<file path="src/rtl/audio_sample_player.sv">
// rtl/audio_sample_player.sv - sound-effect player: descriptor lookup, ROM streaming at a fixed rate, 1-bit PWM out
// Level return to the 8'h80 midpoint is deferred to the tick after a sample ends so the last sample lasts a full period.
module audio_sample_player #(
  parameter int SAMPLE_BITS   = 4,
  parameter int ROM_ADDR_BITS = 14,
  parameter int SAMPLE_PERIOD = 6250
) (
  input  logic                     CLK,
  input  logic                     RESET,
  input  logic [SAMPLE_BITS-1:0]   SAMPLE_SELECT,
  input  logic                     TRIGGER,
  output logic [SAMPLE_BITS-1:0]   DESC_SELECT,
  input  logic [ROM_ADDR_BITS-1:0] DESC_START,
  input  logic [ROM_ADDR_BITS-1:0] DESC_END,
  output logic [ROM_ADDR_BITS-1:0] ROM_ADDR,
  input  logic [7:0]               ROM_DATA,
  output logic                     AUDIO_PWM,
  output logic                     PLAYING
);

  localparam int DIV_W = $clog2(SAMPLE_PERIOD);

  typedef enum logic [1:0] {IDLE, LOOKUP, WAIT, FETCH} state_t;

  state_t                   state_q;
  logic [SAMPLE_BITS-1:0]   desc_select_q;
  logic [ROM_ADDR_BITS-1:0] addr_q, end_q, rom_addr_q;
  logic [ROM_ADDR_BITS-1:0] addr_inc;
  logic [7:0]               level_q;
  logic                     playing_q;
  logic                     restore_q;
  logic [DIV_W-1:0]         div_q, div_d;
  logic [7:0]               pwm_cnt_q, pwm_cnt_d;
  logic                     pwm_q;
  logic                     tick;

  assign tick     = (div_q == DIV_W'(SAMPLE_PERIOD - 1));
  assign addr_inc = addr_q + ROM_ADDR_BITS'(1);

  always_comb begin
    div_d     = tick ? '0 : div_q + DIV_W'(1);
    pwm_cnt_d = pwm_cnt_q + 8'd1;
  end

  // Divider and PWM run in every state; TRIGGER never realigns the sample grid.
  always_ff @(posedge CLK) begin
    if (RESET) begin
      div_q     <= '0;
      pwm_cnt_q <= 8'd0;
      pwm_q     <= 1'b0;
    end else begin
      div_q     <= div_d;
      pwm_cnt_q <= pwm_cnt_d;
      pwm_q     <= (pwm_cnt_q < level_q);
    end
  end

  always_ff @(posedge CLK) begin
    if (RESET) begin
      state_q       <= IDLE;
      desc_select_q <= '0;
      addr_q        <= '0;
      end_q         <= '0;
      rom_addr_q    <= '0;
      level_q       <= 8'h80;
      playing_q     <= 1'b0;
      restore_q     <= 1'b0;
    end else begin
      if (tick && restore_q) begin
        level_q   <= 8'h80;
        restore_q <= 1'b0;
      end
      // A new trigger always wins, including over a pending return to midpoint.
      if (TRIGGER) begin
        desc_select_q <= SAMPLE_SELECT;
        restore_q     <= 1'b0;
        state_q       <= LOOKUP;
      end else begin
        case (state_q)
          IDLE: ;
          LOOKUP: begin
            addr_q <= DESC_START;
            end_q  <= DESC_END;
            if (DESC_START == DESC_END) begin
              playing_q <= 1'b0;
              state_q   <= IDLE;
            end else begin
              playing_q <= 1'b1;
              state_q   <= WAIT;
            end
          end
          WAIT: begin
            if (tick) begin
              rom_addr_q <= addr_q;
              state_q    <= FETCH;
            end
          end
          FETCH: begin
            level_q <= ROM_DATA;
            addr_q  <= addr_inc;
            if (addr_inc == end_q) begin
              playing_q <= 1'b0;
              restore_q <= 1'b1;
              state_q   <= IDLE;
            end else begin
              state_q <= WAIT;
            end
          end
          default: state_q <= IDLE;
        endcase
      end
    end
  end

  assign DESC_SELECT = desc_select_q;
  assign ROM_ADDR    = rom_addr_q;
  assign AUDIO_PWM   = pwm_q;
  assign PLAYING     = playing_q;

endmodule
</file>
<file path="config.mk">
export PLATFORM = sky130hd
export DESIGN_NAME = audio_sample_player
export DESIGN_NICKNAME = d
export VERILOG_FILES = /design/src/rtl/audio_sample_player.sv
export SDC_FILE = /design/constraint.sdc
export NUM_CORES = 1
export LEC_CHECK = 0
export BUFFER_PORTS_ARGS = -buffer_cell sky130_fd_sc_hd__buf_2
export CORE_UTILIZATION = 48
export DETAILED_ROUTE_END_ITERATION = 10
export HOLD_SLACK_MARGIN = 0.15
export PLACE_DENSITY = 0.72
export REMOVE_ABC_BUFFERS = 1
export SLEW_MARGIN = 25
export SYNTH_ARGS = -nofsm -noshare
export SYNTH_HDL_FRONTEND = slang
export SYNTH_SLANG_ARGS = --single-unit
</file>
<file path="constraint.sdc">
create_clock -name CLK -period 2 [get_ports CLK]
set_clock_uncertainty 0.1 [all_clocks]
set_input_delay 0.1 -clock CLK [delete_from_list [all_inputs] [get_ports CLK]]
set_output_delay 0.1 -clock CLK [all_outputs]
set_load 0.1 [all_outputs]
</file>
==> results of run 1 <==
routing by layer:
| layer | GRT usage, % | wire (µm) |
|---|---|---|
| met5 | 0 | 0 |
| met4 | 15.0 | 431 |
| met3 | 5.23 | 721 |
| met2 | 48.0 | 6080 |
| met1 | 32.6 | 4910 |
layout by cell type, fill, tap and decap left out, drive strengths merged, types with 3 or more instances in the layout:
cell           n
clkbuf         9
buf          126
or3            3
a21oi         26
nor2          87
o22ai          5
nand2b         4
nand4b         3
xor2          28
ha            15
nor4           8
a211oi         6
nor2b          4
mux2i         20
nand3         23
o21ai          7
dlygate4sd3   40
nand2         52
and3           3
clkinv         4
a21o           3
a22oi         12
nand4          9
nor3          12
inv           17
xnor2         19
a31oi          5
dfxtp         80
worst max-delay path by stage:
| stage | slack (ns) | start | cells after the start | endpoint |
|---|---|---|---|---|
| after floorplan | -0.30 | state_q[0]$_SDFFE_PP0P_ | 5 | addr_q[0]$_SDFFE_PP0P_ |
| after global placement | -0.16 | addr_q[0]$_SDFFE_PP0P_ | 8 | state_q[1]$_SDFFE_PP0P_ |
| after detailed placement | -0.23 | addr_q[0]$_SDFFE_PP0P_ | 8 | state_q[1]$_SDFFE_PP0P_ |
| after CTS | -0.11 | addr_q[2]$_SDFFE_PP0P_ | 7 | state_q[1]$_SDFFE_PP0P_ |
| after global routing | -0.17 | addr_q[2]$_SDFFE_PP0P_ | 9 | PLAYING$_SDFFE_PP0P_ |
| final | -0.11 | addr_q[2]$_SDFFE_PP0P_ | 9 | PLAYING$_SDFFE_PP0P_ |
power by group through the flow:
stage	combinational, mW	sequential, mW	clock (mW)
after global placement	0.542	1.73	0
after detailed placement	0.552	1.73	0
final	0.667	1.70	1.08
after global routing	0.717	1.71	1.17
after CTS	0.633	1.70	1.09
after floorplan	0.241	1.80	0
sequential cells by signal (all words and copies together), names as in the netlist:
name,cells
level_q,8
PLAYING,1
state_q,2
addr_q,14
DESC_SELECT,4
AUDIO_PWM,1
div_q,13
pwm_cnt_q,8
ROM_ADDR,14
restore_q,1
end_q,14
final cells by class:
cell class,count,area [µm²]
clock inverters,7,47.5
well taps,105,131
multi-input cells,381,2470
repair buffers,166,1220
fillers,667,2590
clock buffers,9,124
inverters,16,60.1
flip-flops and latches,80,1620
critical path, stage by stage (launching register included):
cell	delay, ns
dfxtp_2	0.36
nand4_1	0.20
buf_6	0.21
or4_1	0.48
o211ai_1	0.12
a211oi_2	0.10
nand4_1	0.15
buf_4	0.15
nand4b_1	0.08
o21ai_1	0.08
cell families after synthesis:
logic type | after synthesis
AO/OA/AOI/OAI | 79
AND/OR/NAND/NOR | 219
XOR/XNOR | 48
multiplexers | 20
buffers and inverters | 44
adder cells (fa/ha/maj) | 15
flip-flops | 80
through the flow:
step / hold slack [ns] / utilization (%) / area (µm²) / TNS (ns)
after floorplan: 0.0667 / - / 4000 / -5.69
after global placement: 0.237 / 59.1 / 4880 / -0.390
after detailed placement: 0.248 / 59.1 / 4880 / -0.619
after CTS: 0.160 / 67.3 / 5560 / -0.156
after global routing: 0.188 / 68.7 / 5670 / -0.503
final: 0.169 / 68.7 / 5670 / -0.192
timing repair:
item                                   in CTS  in global routing
pin swaps                                  11                 10
resized for setup                          22                 23
hold buffers                               40                  0
buffers inserted                            6                  2
endpoints found under the hold margin      44                  0
setup endpoints to repair                   5                 17
==> out/qor.csv, run 1 <==
metric,value,unit
hp-class,in2reg,
cts_tree,done,
powerDensity,608,nW/µm²
rr_endpoint,PLAYING$_SDFFE_PP0P_,
rows,33,
viasPerCell,5.53,
drv_cap,0,
leakagePower,2.41,nW
layout_setup_ws,-0.106,ns
ioPinCount,63,
synth_cells,505,
die_w,94.7,µm
cts-root-buf,clkbuf_8,
netlist_area,4130,µm²
cts-buffers-inserted,9,
synth_compound_area_share,12.5,%
min_period,2.11,ns
initial_core_util,50.0,%
die_h,94.7,µm
clock_latency,0.36,ns
syn_area_per_cell,8.18,µm²
diodes,0,
fmax,0.475,GHz
synth_flop_cell,dfxtp_1,
drc_errors,0,
async_flop_share,0,%
final-hold-violation-count,0,
cts.htree.levels,3,
critPathArrivalTime,2.30,ns
swShare,30.2,%
reg2reg_from,addr_q[2]$_SDFFE_PP0P_,
setup_viol,3,
yosysMostFrequentCell,nor2_1,
synth_top_family_by_area,simple AND/OR/NAND/NOR gates,
worstHoldPathCells,5,
synth_top_area_share,38.8,%
reg2regPathDepth,9,
synth_top_cell_by_area,dfxtp_1,
wl,12100,µm
fin_nets,712,
cp-end-kind,register,
start_kind,register,
synth_common_cells,"nor2_1, dfxtp_1, nand2_1",
grt_max_degree,29,
r2r_slack,-0.11,ns
cts_sinks,80,
slew_headroom,65.0,%
gr-total-overflow,0,
clock_power_share,31.3,%
postRouteAntennaNets,0,
path_max_fanout,7,
p_total,3.45,mW
core_area,8260,µm²
ys_ff_latch,80,
final_cells,764,
place_inst,700,
drive_gt1_share,26.7,%
p_sw,1.04,mW
critPathKind,reg2reg,
tightest_slew,0.520,ns
p_comb_share,19.3,%
synth_mux_area_share,4.85,%
clkTransAtPathRegs,0.09,ns
period_share,105,%
dieArea,8980,µm²
antenna_found_initial,0,
finalMaxSlewViolations,0,
grt_pass1_vias,4105,
synth.area.top_cells,"dfxtp_1, nor2_1, xor2_1, mux2i_1, nand2_1",
clock_path_buffers,2,
firstDrtPassIters,5,
synth-xor-area-share,10.5,%
synth_edf_count,0,
post-dp-hpwl,7930,µm
yosys.area_share.simple,24.2,%
power.internal,2.41,mW
dp_slack,-0.235,ns
place_congestion,0.891,
portBuffers,62,
synth.distinct_cells,50,
worstPathRequired,2.19,ns
failed_checks,negative setup slack,
first_iter_violations,175,
yosysWarnings,0,
yosysSeqAreaShare,38.8,%
holdPathEnd,addr_q[6]$_SDFFE_PP0P_,
ir_worst_vdd,427,µV
wl_per_cell,15.9,µm
synth_fa_ha_area_share,4.55,%
grt_usage,27.9,%
vias,4226,
grt_pass1_wl,19200,µm
min_from,DESC_START[6],
status,"finished, violations left",
p_seq_share,49.4,%
rsz0062_at_grt,true,
area_growth,37.4,%
No activity file was read; power rests on OpenSTA's default activity.
==> run 2: changes to the inputs <==
--- a/config.mk
+++ b/config.mk
@@ -10,7 +10,6 @@
 export DETAILED_ROUTE_END_ITERATION = 10
 export HOLD_SLACK_MARGIN = 0.15
 export PLACE_DENSITY = 0.72
-export REMOVE_ABC_BUFFERS = 1
 export SLEW_MARGIN = 25
 export SYNTH_ARGS = -nofsm -noshare
 export SYNTH_HDL_FRONTEND = slang
==> out/qor.csv, run 2 (synthesized netlist as in run 1, its figures left out) <==
metric,value,unit
dp_slack,-0.245,ns
fmax,0.484,GHz
initial_core_util,50.0,%
die_h,94.7,µm
first_iter_violations,255,
reg2regPathDepth,8,
setup_viol,2,
final_cells,760,
worstPathRequired,2.15,ns
fill_cells,665,
status,"finished, violations left",
tightest_slew,0.624,ns
viasPerCell,5.43,
crit_slowest_cell,or4_4,
critPathKind,reg2reg,
clock_latency,0.36,ns
use_met2,46.6,%
layout_setup_ws,-0.0644,ns
powerDensity,615,nW/µm²
fin_nets,708,
cts_tree,done,
critPathLaunch,addr_q[2]$_SDFFE_PP0P_,
grt_max_degree,48,
rows,33,
place_inst,693,
place_congestion,0.982,
post-dp-hpwl,7970,µm
final.setup.tns,-0.101,ns
wl,11600,µm
critPathBufInv,1,
postRouteAntennaNets,0,
start_kind,register,
failed_checks,negative setup slack,
diodes,0,
cp_top_family,simple AND/OR/NAND/NOR gates,
synth.net_count,563,
ir_worst_vdd,481,µV
leakagePower,2.39,nW
die_w,94.7,µm
dieArea,8980,µm²
timing.critical_path.cells,and4_4 -> a21boi_2 -> or4_4 -> a211oi_2 -> nand4_1 -> buf_4 -> nand4b_1 -> o21ai_1,
post-route-util,68.7,%
grt_pass1_wl,18800,µm
grt_pass1_vias,4014,
regArea,1610,µm²
path_max_fanout,4,
final_cell_mix,"nor2_1, dfxtp_1, buf_2",
drv_cap,0,
grt.met3_usage,4.91,%
clkTransAtPathRegs,0.09,ns
finalMaxSlewViolations,0,
min_period,2.06,ns
worstHoldPathCells,3,
grt_busiest_layer,met2,
rsz0062_at_grt,true,
ioPinCount,63,
cts-root-buf,clkbuf_8,
slew_headroom,57.8,%
layout_commonest_cell,nor2_1,
cts.htree.levels,3,
multi_input_area,2470,µm²
cts_sinks,80,
grt_use_met1,32.0,%
period_share,103,%
hp-class,in2reg,
gr-total-overflow,0,
cpPeakStageDelay,0.48,ns
antenna_found_initial,0,
core_area,8260,µm²
cp.depth,8,
min_from,TRIGGER,
drc_errors,0,
drive_gt1_share,24.6,%
area_growth,37.3,%
critPathArrivalTime,2.21,ns
clock_path_buffers,2,
portBuffers,62,
grt_usage,27.1,%
cts-buffers-inserted,9,
final-hold-violation-count,0,
vias,4126,
p_total,3.49,mW
firstDrtPassIters,5,
cp-end-kind,register,
wl_per_cell,15.3,µm
reg2reg_from,addr_q[2]$_SDFFE_PP0P_,
[run 2: changes by cell type in the layout (fill, tap and decap cells not counted), sizes merged]
cell,change
dlygate4sd3,+7
buf,-11
clkinv,-3
clkinvlp,+1
inv,+2
[run 2: final timing paths]
kind                                                end  slack, ns
worst max register to register     PLAYING$_SDFFE_PP0P_      -0.06
worst max-delay path               PLAYING$_SDFFE_PP0P_      -0.06
worst min-delay path            state_q[0]$_SDFFE_PP0P_       0.17
worst min register to register  pwm_cnt_q[0]$_SDFF_PP0_       0.38
[run 2: tightest hold or removal path: stages]
cell,delay (ns)
buf_2,0.17
inv_1,0.21
a21oi_1,0.10
[run 2: per-stage QoR]
stage / hold slack [ns] / instance area (µm²)
finish: 0.166 / 5670
global route: 0.181 / 5670
CTS: 0.153 / 5580
detailed placement: 0.252 / 4850
global placement: 0.240 / 4850
floorplan: 0.136 / 4160
[run 2: final cells by class]
| type | instances | share of cell area [%] |
|---|---|---|
| tap | 105 | 2.32 |
| multi-input combinational | 381 | 43.6 |
| clock inverter | 7 | 0.949 |
| sequential | 80 | 28.4 |
| inverter | 16 | 1.06 |
| timing repair buffer | 162 | 21.4 |
| clock buffer | 9 | 2.18 |
[run 2: layer usage]
metal	routed length [µm]	vias up
li1	-	2033
met1	4820	1921
met2	5900	140
met3	574	32
met4	334	0
met5	0	-
[run 2: timing repair]
| item | 4_1_cts | 5_1_grt |
|---|---|---|
| gates cloned | 0 | 0 |
| gates resized for setup | 12 | 18 |
| hold endpoints to repair | 47 | 0 |
| pin swaps | 13 | 10 |
| setup endpoints to repair | 6 | 12 |
| setup buffers | 2 | 2 |
| hold buffers | 48 | 0 |
[run 2: where the power goes]
group | switching [mW] | internal [mW]
Sequential | 0.0527 | 1.65
Clock | 0.659 | 0.461
Combinational | 0.354 | 0.313
==> run 3: changes to the inputs <==
--- a/config.mk
+++ b/config.mk
@@ -5,6 +5,7 @@
 export SDC_FILE = /design/constraint.sdc
 export NUM_CORES = 1
 export LEC_CHECK = 0
+export ABC_AREA = 1
 export BUFFER_PORTS_ARGS = -buffer_cell sky130_fd_sc_hd__buf_2
 export CORE_UTILIZATION = 48
 export DETAILED_ROUTE_END_ITERATION = 10
==> out/qor.csv, run 3 <==
metric,value,unit
finalMaxSlewViolations,0,
hp-class,in2reg,
cp_top_family,simple AND/OR/NAND/NOR gates,
post-dp-hpwl,7680,µm
wl_per_cell,13.9,µm
grt_max_degree,46,
diodes,0,
synth_top_cell_by_area,dfxtp_1,
cts_tree,done,
syn_area_per_cell,7.01,µm²
vias,4322,
antenna_found_initial,0,
cp-end-kind,register,
synth_top_area_share,39.2,%
grt_pass1_vias,4074,
portBuffers,62,
fin_nets,764,
synth_cells,583,
status,"finished, final reports clean",
netlist_area,4090,µm²
cpPeakStageDelay,0.37,ns
layout_commonest_cell,nand2_1,
drv_cap,0,
rsz0062_at_grt,true,
cts-root-buf,clkbuf_8,
final_cell_mix,"nand2_1, dfxtp_1, inv_1, o21ai_0, buf_2",
start_kind,register,
yosysMostFrequentCell,nand2_1,
core_area,8220,µm²
wl,11400,µm
synth_common_cells,"nand2_1, dfxtp_1, o21ai_0",
ys_ff_latch,80,
multi_input_area,2210,µm²
yosysWarnings,0,
fmax,0.516,GHz
timing.critical_path.cells,ha_4 -> nand2_1 -> inv_1 -> nor2_1 -> nor2_1 -> nor2_1 -> nand3_1 -> nor2_2 -> nand3_2 -> nand2_2 -> nand2_1 -> nand2_1 -> a21oi_1,
viasPerCell,5.30,
dieArea,8880,µm²
tightest_slew,0.504,ns
setup_viol,0,
firstDrtPassIters,5,
dp_slack,-0.0235,ns
critPathBufInv,1,
synth_edf_count,0,
period_share,96.9,%
ir_worst_vdd,440,µV
clkTransAtPathRegs,0.08,ns
drc_errors,0,
die_h,94.3,µm
synth.net_count,641,
cts_sinks,80,
min_period,1.94,ns
powerDensity,695,nW/µm²
yosysSeqAreaShare,39.2,%
fill_cells,711,
synth.distinct_cells,34,
place_area,4570,µm²
initial_core_util,49.7,%
gr-total-overflow,0,
regArea,1620,µm²
critPathArrivalTime,2.08,ns
synth.area.top_cells,"dfxtp_1, nand2_1, o21ai_0, a21oi_1, inv_1",
area_growth,33.6,%
leakagePower,2.34,nW
ioPinCount,63,
layout_setup_ws,0.0618,ns
grt_pass1_wl,17800,µm
rows,33,
postRouteAntennaNets,0,
first_iter_violations,181,
async_flop_share,0,%
path_max_fanout,5,
cts-buffers-inserted,9,
hold-worst-slack,0.183,ns
synth_flop_cell,dfxtp_1,
cts.htree.levels,3,
crit_slowest_cell,dfxtp_4,
grt_usage,26.1,%
clock_path_buffers,2,
critPathKind,reg2reg,
worstPathRequired,2.14,ns
slew_headroom,66.6,%
drive_gt1_share,19.3,%
place_congestion,0.866,
die_w,94.3,µm
clock_latency,0.36,ns
final-hold-violation-count,0,
final_area,5460,µm²
-- run 3: cell count changes after synthesis, sizes merged, moves of 4 or more --
cell	before	now
nand2	52	105
a21oi	26	56
nand2b	4	0
xnor2	19	3
nor2b	4	0
nand3	23	37
a22oi	12	0
xor2	28	7
mux2i	20	0
clkbuf	17	11
o21ai	7	71
nor2	87	64
inv	16	70
a211oi	6	1
-- run 3: layout make-up --
| type | instances | area share (%) |
|---|---|---|
| clock inverters | 6 | 2.11 |
| repair buffers | 131 | 17.9 |
| inverters | 71 | 4.95 |
| multi-input cells | 413 | 40.5 |
| flip-flops and latches | 80 | 29.6 |
| well taps | 105 | 2.41 |
| clock buffers | 10 | 2.52 |
-- run 3: kinds of logic after synthesis --
group / after synthesis / share of synthesized area [%]
AOI/OAI and AO/OA: 148 / 19.1
xor gates and xnor gates: 10 / 2.14
adders and majority gates: 15 / 4.59
buffers and inverters: 90 / 8.76
DFF: 80 / 39.2
and+or+nand+nor: 240 / 26.2
-- run 3: worst reg2reg max path: stages, from the launching register on --
cell	delay, ns
dfxtp_4	0.37
ha_4	0.18
nand2_1	0.13
inv_1	0.06
nor2_1	0.20
nor2_1	0.07
nor2_1	0.11
nand3_1	0.12
nor2_2	0.11
nand3_2	0.11
nand2_2	0.10
nand2_1	0.06
nand2_1	0.06
a21oi_1	0.05
-- run 3: routing by layer --
metal  up-vias  track usage [%]  share of wire (%)
li1       2180                -                  -
met1      1943             27.7                 39
met2       154             47.6                 51
met3        45             4.85                5.5
met4         0             15.1                4.5
met5         -                0                  0
-- run 3: timing repair --
item	in CTS	in global routing
pin swaps	1	15
gates resized for setup	5	28
hold buffers	49	0
setup endpoints to repair	2	20
setup buffers	0	6
hold endpoints to repair	47	0
-- run 3: worst paths after layout --
kind | from | cells past startpoint | slack [ns] | to
worst max register to register | addr_q[0]$_SDFFE_PP0P_ | 13 | 0.06 | PLAYING$_SDFFE_PP0P_
worst max-delay path | addr_q[0]$_SDFFE_PP0P_ | 13 | 0.06 | PLAYING$_SDFFE_PP0P_
worst min register to register | div_q[0]$_SDFF_PP0_ | 1 | 0.34 | div_q[0]$_SDFF_PP0_
worst min-delay path | TRIGGER | 4 | 0.18 | restore_q$_SDFF_PP0_
-- run 3: metrics by stage --
stage	power [mW]	std cells	util (%)	setup TNS, ns
after global placement	2.21	745	55.6	0
after CTS	3.79	810	64.7	0
after global routing	3.95	816	66.4	-0.112
after floorplan	2.06	583	-	0
final	3.79	816	66.4	0
after detailed placement	2.22	745	55.6	-0.0235
-- run 3: power breakdown --
| group | total, mW | switching (mW) | internal (mW) |
|---|---|---|---|
| clock | 1.49 | 0.619 | 0.872 |
| combinational | 0.585 | 0.339 | 0.245 |
| sequential | 1.71 | 0.0586 | 1.66 |
